[src/rtl/rf_access_pkg.sv]
// rtl/rf_access_pkg.sv - shared types and defaults for the register-file access controller
package rf_access_pkg;

  localparam int DEF_LOCK_BASE = 13;

  typedef enum logic [1:0] {
    IDLE    = 2'b00,
    ACCESS  = 2'b01,
    RESP    = 2'b10,
    LOCKOUT = 2'b11
  } state_t;

  // ERR_LOCKED is reserved: blocked requesters see CMD_READY low instead of a response
  typedef enum logic [1:0] {
    ERR_OK      = 2'b00,
    ERR_DENIED  = 2'b01,
    ERR_LOCKED  = 2'b10,
    ERR_INVALID = 2'b11
  } err_t;

endpackage

[src/rtl/lockout_timer.sv]
// rtl/lockout_timer.sv - loadable 8-bit down-counter; done pulses on the final counted cycle
module lockout_timer (
  input  logic       CLK,
  input  logic       RST_N,
  input  logic       load,
  input  logic [7:0] load_val,
  output logic       done
);

  logic [7:0] cnt_q;

  always_ff @(posedge CLK or negedge RST_N) begin
    if (!RST_N) begin
      cnt_q <= 8'd0;
    end else if (load) begin
      cnt_q <= load_val;
    end else if (cnt_q != 8'd0) begin
      cnt_q <= cnt_q - 8'd1;
    end
  end

  // Loaded with N, done is high in the N-th cycle after the load edge
  assign done = (cnt_q == 8'd1) && !load;

endmodule

[src/rtl/rf_access_ctrl.sv]
// rtl/rf_access_ctrl.sv - privileged register-file access controller; RF_AUDIT_EN adds denial audit outputs
module rf_access_ctrl
  import rf_access_pkg::*;
#(
  parameter int LOCK_BASE   = DEF_LOCK_BASE,
  parameter int MAX_DENY    = 3,
  parameter int LOCKOUT_CYC = 64
) (
  input  logic        CLK,
  input  logic        RST_N,
  input  logic        CMD_VALID,
  output logic        CMD_READY,
  input  logic        CMD_WR,
  input  logic [3:0]  CMD_ADR,
  input  logic [11:0] CMD_WD,
  input  logic [11:0] CMD_UID,
  output logic        RSP_VALID,
  input  logic        RSP_READY,
  output logic [15:0] RSP_DATA,
  output logic [1:0]  RSP_ERR,
  output logic [3:0]  RF_ADR1,
  output logic [3:0]  RF_WA,
  output logic        RF_EN,
  output logic [11:0] RF_WD,
  output logic [11:0] U_ID,
`ifdef RF_AUDIT_EN
  output logic [7:0]  AUDIT_CNT,
  output logic [3:0]  AUDIT_ADR,
`endif
  input  logic [15:0] RF_RS1
);

  state_t      state_q, state_d;
  err_t        rsp_err_q;
  logic [15:0] rsp_data_q;
  logic [3:0]  deny_q;
  logic [3:0]  rf_adr_q;
  logic        rf_en_q;
  logic [11:0] rf_wd_q;
  logic [11:0] uid_q;

  logic accept, is_invalid, is_denied, lock_hit, tmr_load, tmr_done;

  assign accept     = CMD_VALID && (state_q == IDLE);
  assign is_invalid = CMD_WR && (CMD_ADR == 4'd0);
  assign is_denied  = !is_invalid && (CMD_ADR >= 4'(LOCK_BASE)) && !CMD_UID[11];
  assign lock_hit   = (deny_q == 4'(MAX_DENY));
  assign tmr_load   = (state_q == RESP) && RSP_READY && lock_hit;

  lockout_timer u_lockout_timer (
    .CLK      (CLK),
    .RST_N    (RST_N),
    .load     (tmr_load),
    .load_val (8'(LOCKOUT_CYC)),
    .done     (tmr_done)
  );

  always_ff @(posedge CLK or negedge RST_N) begin
    if (!RST_N) state_q <= IDLE;
    else        state_q <= state_d;
  end

  always_comb begin
    state_d = state_q;
    case (state_q)
      IDLE:    if (accept) state_d = (is_invalid || is_denied) ? RESP : ACCESS;
      ACCESS:  state_d = RESP;
      RESP:    if (RSP_READY) state_d = lock_hit ? LOCKOUT : IDLE;
      LOCKOUT: if (tmr_done) state_d = IDLE;
      default: state_d = IDLE;
    endcase
  end

  always_comb begin
    CMD_READY = 1'b0;
    RSP_VALID = 1'b0;
    RSP_DATA  = 16'h0000;
    RSP_ERR   = 2'b00;
    case (state_q)
      IDLE: CMD_READY = 1'b1;
      RESP: begin
        RSP_VALID = 1'b1;
        RSP_DATA  = rsp_data_q;
        RSP_ERR   = rsp_err_q;
      end
      default: ;
    endcase
  end

  // RF drive registers default to zero each cycle, so they are only non-zero during ACCESS
  always_ff @(posedge CLK or negedge RST_N) begin
    if (!RST_N) begin
      rf_adr_q   <= 4'd0;
      rf_en_q    <= 1'b0;
      rf_wd_q    <= 12'd0;
      uid_q      <= 12'd0;
      rsp_err_q  <= ERR_OK;
      rsp_data_q <= 16'h0000;
      deny_q     <= 4'd0;
    end else begin
      rf_adr_q <= 4'd0;
      rf_en_q  <= 1'b0;
      rf_wd_q  <= 12'd0;
      uid_q    <= 12'd0;
      case (state_q)
        IDLE: begin
          if (CMD_VALID) begin
            if (is_invalid) begin
              rsp_err_q  <= ERR_INVALID;
              rsp_data_q <= 16'h0000;
            end else if (is_denied) begin
              rsp_err_q  <= ERR_DENIED;
              rsp_data_q <= 16'h0000;
              deny_q     <= deny_q + 4'd1;
            end else begin
              rf_adr_q <= CMD_ADR;
              rf_en_q  <= CMD_WR;
              rf_wd_q  <= CMD_WR ? CMD_WD : 12'd0;
              uid_q    <= CMD_UID;
            end
          end
        end
        ACCESS: begin
          rsp_err_q  <= ERR_OK;
          rsp_data_q <= rf_en_q ? 16'h0000 : RF_RS1;
          deny_q     <= 4'd0;
        end
        RESP: begin
          if (RSP_READY && lock_hit) deny_q <= 4'd0;
        end
        default: ;
      endcase
    end
  end

  assign RF_ADR1 = rf_adr_q;
  assign RF_WA   = rf_adr_q;
  assign RF_EN   = rf_en_q;
  assign RF_WD   = rf_wd_q;
  assign U_ID    = uid_q;

`ifdef RF_AUDIT_EN
  logic [7:0] audit_cnt_q;
  logic [3:0] audit_adr_q;

  always_ff @(posedge CLK or negedge RST_N) begin
    if (!RST_N) begin
      audit_cnt_q <= 8'd0;
      audit_adr_q <= 4'd0;
    end else if (accept && is_denied) begin
      if (audit_cnt_q != 8'hFF) audit_cnt_q <= audit_cnt_q + 8'd1;
      audit_adr_q <= CMD_ADR;
    end
  end

  assign AUDIT_CNT = audit_cnt_q;
  assign AUDIT_ADR = audit_adr_q;
`endif

endmodule
[config.mk]
export PLATFORM = sky130hd
export DESIGN_NAME = rf_access_ctrl
export DESIGN_NICKNAME = d
export VERILOG_FILES = /design/src/rtl/rf_access_pkg.sv /design/src/rtl/lockout_timer.sv /design/src/rtl/rf_access_ctrl.sv
export SDC_FILE = /design/constraint.sdc
export NUM_CORES = 1
export LEC_CHECK = 0
export ABC_AREA = 1
export CORE_MARGIN = 2
export CORE_UTILIZATION = 49
export DETAILED_ROUTE_END_ITERATION = 12
export DONT_BUFFER_PORTS = 1
export GPL_TIMING_DRIVEN = 0
export PLACE_DENSITY = 0.62
export SYNTH_ARGS = -nofsm -noshare
export SYNTH_HDL_FRONTEND = slang
export SYNTH_HIERARCHICAL = 1
export SYNTH_SLANG_ARGS = --single-unit
[constraint.sdc]
create_clock -name CLK -period 4.3 [get_ports CLK]
set_clock_uncertainty 0.05 [all_clocks]
set_input_delay 1.29 -clock CLK [delete_from_list [all_inputs] [get_ports CLK]]
set_output_delay 1.29 -clock CLK [all_outputs]
set_load 0.1 [all_outputs]
# Word level (Yosys, flattened, before mapping)
# Cells that the tools add are included.
[totals]
ff_bits = 61
in_bits = 49
out_inout_bits = 53
word_cells = 89
[op_classes]
n_addsub = 2
n_lt_le_gt_ge = 1
n_eq_ne = 13
mux = 43
n_reduce_logical = 21
[op_table]
columns = ["op", "n"]
rows = [
  ["12-bit two-way mux", 9],
  ["16-bit two-way mux", 5],
  ["4-bit two-way mux", 8],
  ["16-bit case mux with 2 select lines", 1],
  ["2-bit two-way mux", 9],
  ["8-bit two-way mux", 2],
  ["2-bit != test (second input constant)", 6],
  ["4-bit case mux with 3 select lines", 1],
  ["8-bit by 1-bit == test with 1-bit output (second input constant)", 1],
  ["1-bit logical AND", 8],
  ["2-bit case mux with 4 select lines", 1],
  ["8-bit nonzero test", 1],
  ["8-bit by 1-bit subtractor with 8-bit output (second input constant)", 1],
  ["1-bit two-way mux", 6],
  ["3-bit AND reduction", 2],
  ["5-bit AND reduction", 1],
  ["4-bit by 1-bit adder with 4-bit output (second input constant)", 1],
  ["2-bit == test (second input constant)", 2],
  ["4-bit by 2-bit == test with 1-bit output (second input constant)", 1],
  ["4-bit greater-or-equal comparator (second input constant)", 1],
  ["4-bit logical NOT", 1],
  ["2-bit case mux with 2 select lines", 1],
  ["2-bit nonzero test", 2],
  ["1-bit logical NOT", 3],
  ["6 further kinds", 6],
]

# Logic depth before layout (Yosys ltp)
[depth]
ltp_word = 9
ltp_mapped = 12
ltp_nobuf = 10

# Cells and area by module
# Netlist, hierarchy kept.
[by_module_without_submodules]
columns = ["mod", "n_inst", "cells_per_inst", "area_each_um2", "seq_area_each_um2"]
rows = [
  ["rf_access_ctrl", 1, 318, 2591.2, 1326.3],
  ["lockout_timer", 1, 80, 585.6, 200.2],
]

# Worst setup path after synthesis
# No wires, ideal clock.
[synth_path]
path_type = "register -> output"
start = "register state_q[0]"
end = "output RSP_DATA[10]"
t_arrival_ps = 2610
t_required_ps = 2960
setup_slack_ps = 350
stages_incl_launch_ff = 7
n_path_buf = 2
cell_sequence = "dfrtp_1 -> inv_1 -> ha_1 -> buf_2 -> buf_1 -> nand2_1 -> inv_1"
[synth_via]
elab_chain_len = 2
[synth_lines]
columns = ["item", "line_no", "rtl"]
rows = [
  ["from (decl)", "rf_access_ctrl.sv:33", "state_t state_q, state_d;"],
  ["from (signal assigned)", "rf_access_ctrl.sv:60", "else state_q <= state_d;"],
  ["2-bit == test", "rf_access_ctrl.sv:79", "case (state_q)"],
  ["16-bit two-way mux", "rf_access_ctrl.sv:79", ""],
  ["to (decl)", "rf_access_ctrl.sv:19", "output logic [15:0] RSP_DATA,"],
]
# No other way between the ends.

# Worst setup path after layout
[layout_path]
start = "register state_q[0]"
end = "output RSP_DATA[12]"
# Same word-level chain as after synthesis.

==> results.json <==
{
  "rows": 29,
  "post-route-min-period_ns": 4.094,
  "post_cts_buffers": 0,
  "grt_first_pass_wirelength_mm": 10.44,
  "report.final.slew_viol_count": 0,
  "tns_ns": 0,
  "peakVddDrop_uv": 391.6,
  "port-buffer-count": 0,
  "clk_latency_ns": 0.34,
  "cpPeakStageDelay_ns": 0.58,
  "clock.fmax_mhz": 244.3,
  "crit_arrival_ns": 2.75,
  "post-route-period-util_pct": 95.20,
  "diodes": 0,
  "power.density_nw_per_um2": 744.4,
  "drtIter0Drc": 98,
  "globalRoute.totalOverflow": 0,
  "synthToLayoutAreaGrowth_pct": 11.26,
  "worst_slew_pin_slew_ns": 1.045,
  "hold_buffers": 0,
  "ios": 102,
  "cts_buffer_depth": 2,
  "dr.pass1.iters": 4,
  "rsz0062_at_grt": "false",
  "ys_seq_elements": 61,
  "finalNonFillerCells": 496,
  "ys_seq_area_share_pct": 48.05,
  "hp-class": "reg -> reg",
  "numCtsBuffers": 9,
  "layout.cells.most_common_list": "88 x nand2_1, 73 x inv_1, 61 x dfrtp_1",
  "synth_area_per_cell_um2": 7.982,
  "p_leak_nw": 1.993,
  "die-height_um": 84.52,
  "hold_viol_final": 0,
  "antenna_found_initial": 0,
  "remaining_drc_errors": 0,
  "ys_warn_count": 6,
  "start_kind": "register",
  "drv_cap": 0,
  "relSlewSlack_pct": 30.33,
  "root_buffer": "clkbuf_8",
  "dp_hpwl_mm": 4.449,
  "avgViaCountPerCell": 4.821,
  "outcome": "completed",
  "drive_above_1_share_pct": 16.71,
  "initial_core_util_pct": 50.32,
  "slowest_stage": "ha_2",
  "grt_max_degree": 62,
  "post_drt_wl_per_cell_um": 12.53,
  "synthesis.area_um2": 3177,
  "end_kind": "primary output",
  "crit_required_ns": 2.96,
  "final_common_cell": "nand2_1",
  "path_clk_slew_ns": 0.07,
  "path_class": "reg -> out",
  "setup_violations": 0,
  "place.gp.congestion": 0.8319,
  "htreeDepth": 3,
  "dieArea_um2": 7144,
  "cp_max_fo": 10,
  "clock-sinks": 61,
  "gr-usage-all-layers_pct": 18.55,
  "core_um2": 6314,
  "cts_tree": "done",
  "final_nets": 473,
  "vias": 2391,
  "grt_pass1_vias": 2274,
  "fp.dieW_um": 84.52,
  "drtAntennaViolNets": 0,
  "dpl.cell_count": 481,
  "synth_cell_types": 28,
  "wl_mm": 6.213,
  "crit_chain": "inv_1, ha_2, buf_2, buf_1, nand2_1, clkinvlp_4",
  "syn-instance-count": 398
}
flip-flops by register name, indices dropped and copies added, names as in the netlist:
| signal | flops |
|---|---|
| deny_q | 4 |
| RF_ADR1 | 4 |
| RF_WD | 12 |
| rsp_data_q | 16 |
| u_lockout_timer/cnt_q | 8 |
| RF_EN | 1 |
| U_ID | 12 |
| rsp_err_q | 2 |
| state_q | 2 |
repair_timing:
action                     in CTS  in global routing
hold endpoints to repair        0                  0
cloned                          0                  0
setup endpoints to repair      10                  9
resized for setup               2                  9
report_power, final:
part | internal (mW) | switching, mW | leakage (nW)
Sequential | 0.696 | 0.322 | 0.814
Combinational | 0.314 | 0.793 | 1.08
Clock | 0.294 | 0.212 | 0.101
Total | 1.30 | 1.33 | 1.99
through the flow:
stage / util [%] / power (mW) / instance area (um^2) / setup slack, ns / hold slack (ns)
after floorplan: - / 1.946 / 3199 / 0.3501 / 0.3922
after global placement: 52.20 / 2.116 / 3296 / 0.01522 / 0.4042
after detailed placement: 52.20 / 2.126 / 3296 / -0.005645 / 0.4085
after CTS: 55.45 / 2.646 / 3501 / 0.006972 / 0.4250
after global routing: 55.98 / 2.803 / 3535 / 0.04460 / 0.4486
final: 55.98 / 2.631 / 3535 / 0.2064 / 0.4205
synthesized netlist by cell type (all sizes together):
cell type / count / area share (%)
inv: 86 / 10
or2: 2 / 0.39
nor3: 3 / 0.47
a21oi: 5 / 0.79
buf: 18 / 4.6
o21ai: 10 / 2.2
o211ai: 1 / 0.24
nand4: 24 / 4.7
ha: 9 / 3.5
nand3: 15 / 3.2
nand2: 90 / 11
conb: 2 / 0.24
xnor2: 1 / 0.28
nor2: 69 / 9.7
dfrtp: 61 / 48
a21boi: 2 / 0.47
logic make-up (layout without fill, tap and decap cells):
kind of cell | count (synthesis) | count (layout) | share of synthesized area [%]
AND/OR/NAND/NOR | 203 | 203 | 29.34
XOR/XNOR | 1 | 1 | 0.2757
AO/OA/AOI/OAI | 18 | 18 | 3.662
buffers and inverters | 104 | 119 | 14.89
adder cells (fa/ha/maj) | 9 | 9 | 3.545
flip-flops | 61 | 61 | 48.05
other | 2 | 8 | 0.2364
per-layer routing:
layer | track usage (%) | vias up | wire length (um) | share of wire, %
li1 | - | 1213 | - | -
met1 | 22.95 | 1095 | 2833 | 46
met2 | 28.92 | 70 | 2861 | 46
met3 | 6.785 | 13 | 383 | 6.2
met4 | 8.802 | 0 | 135 | 2.2
met5 | 0 | - | 0 | 0
area by class of cell:
cell class	count	area, um^2
clock buffer	11	151.4
inverter	86	362.8
tap	77	96.34
fill	613	2779
buffer	18	147.6
clock inverter	4	47.55
multi-input combinational	239	1202
sequential	61	1526
worst max-delay path, delay by kind of cell (launching register included):
family,cells,cell delay (ns)
adders and majority gates,1,0.58
buffers and inverters,4,1.23
DFF,1,0.42
and+or+nand+nor,1,0.18
final timing paths:
kind / slack [ns] / startpoint / cells past startpoint / endpoint
setup / recovery: 0.21 / state_q[0] / 6 / RSP_DATA[12]
hold / removal: 0.42 / rsp_data_q[6] / 2 / rsp_data_q[6]
setup reg to reg: 0.91 / state_q[0] / 12 / state_q[1]
hold reg to reg: 0.42 / rsp_data_q[6] / 2 / rsp_data_q[6]
max in group asynchronous: 3.50 / RST_N / 0 / rsp_data_q[4]
min in group asynchronous: 0.59 / RST_N / 0 / deny_q[2]
Power figures use the tool's default switching activity.
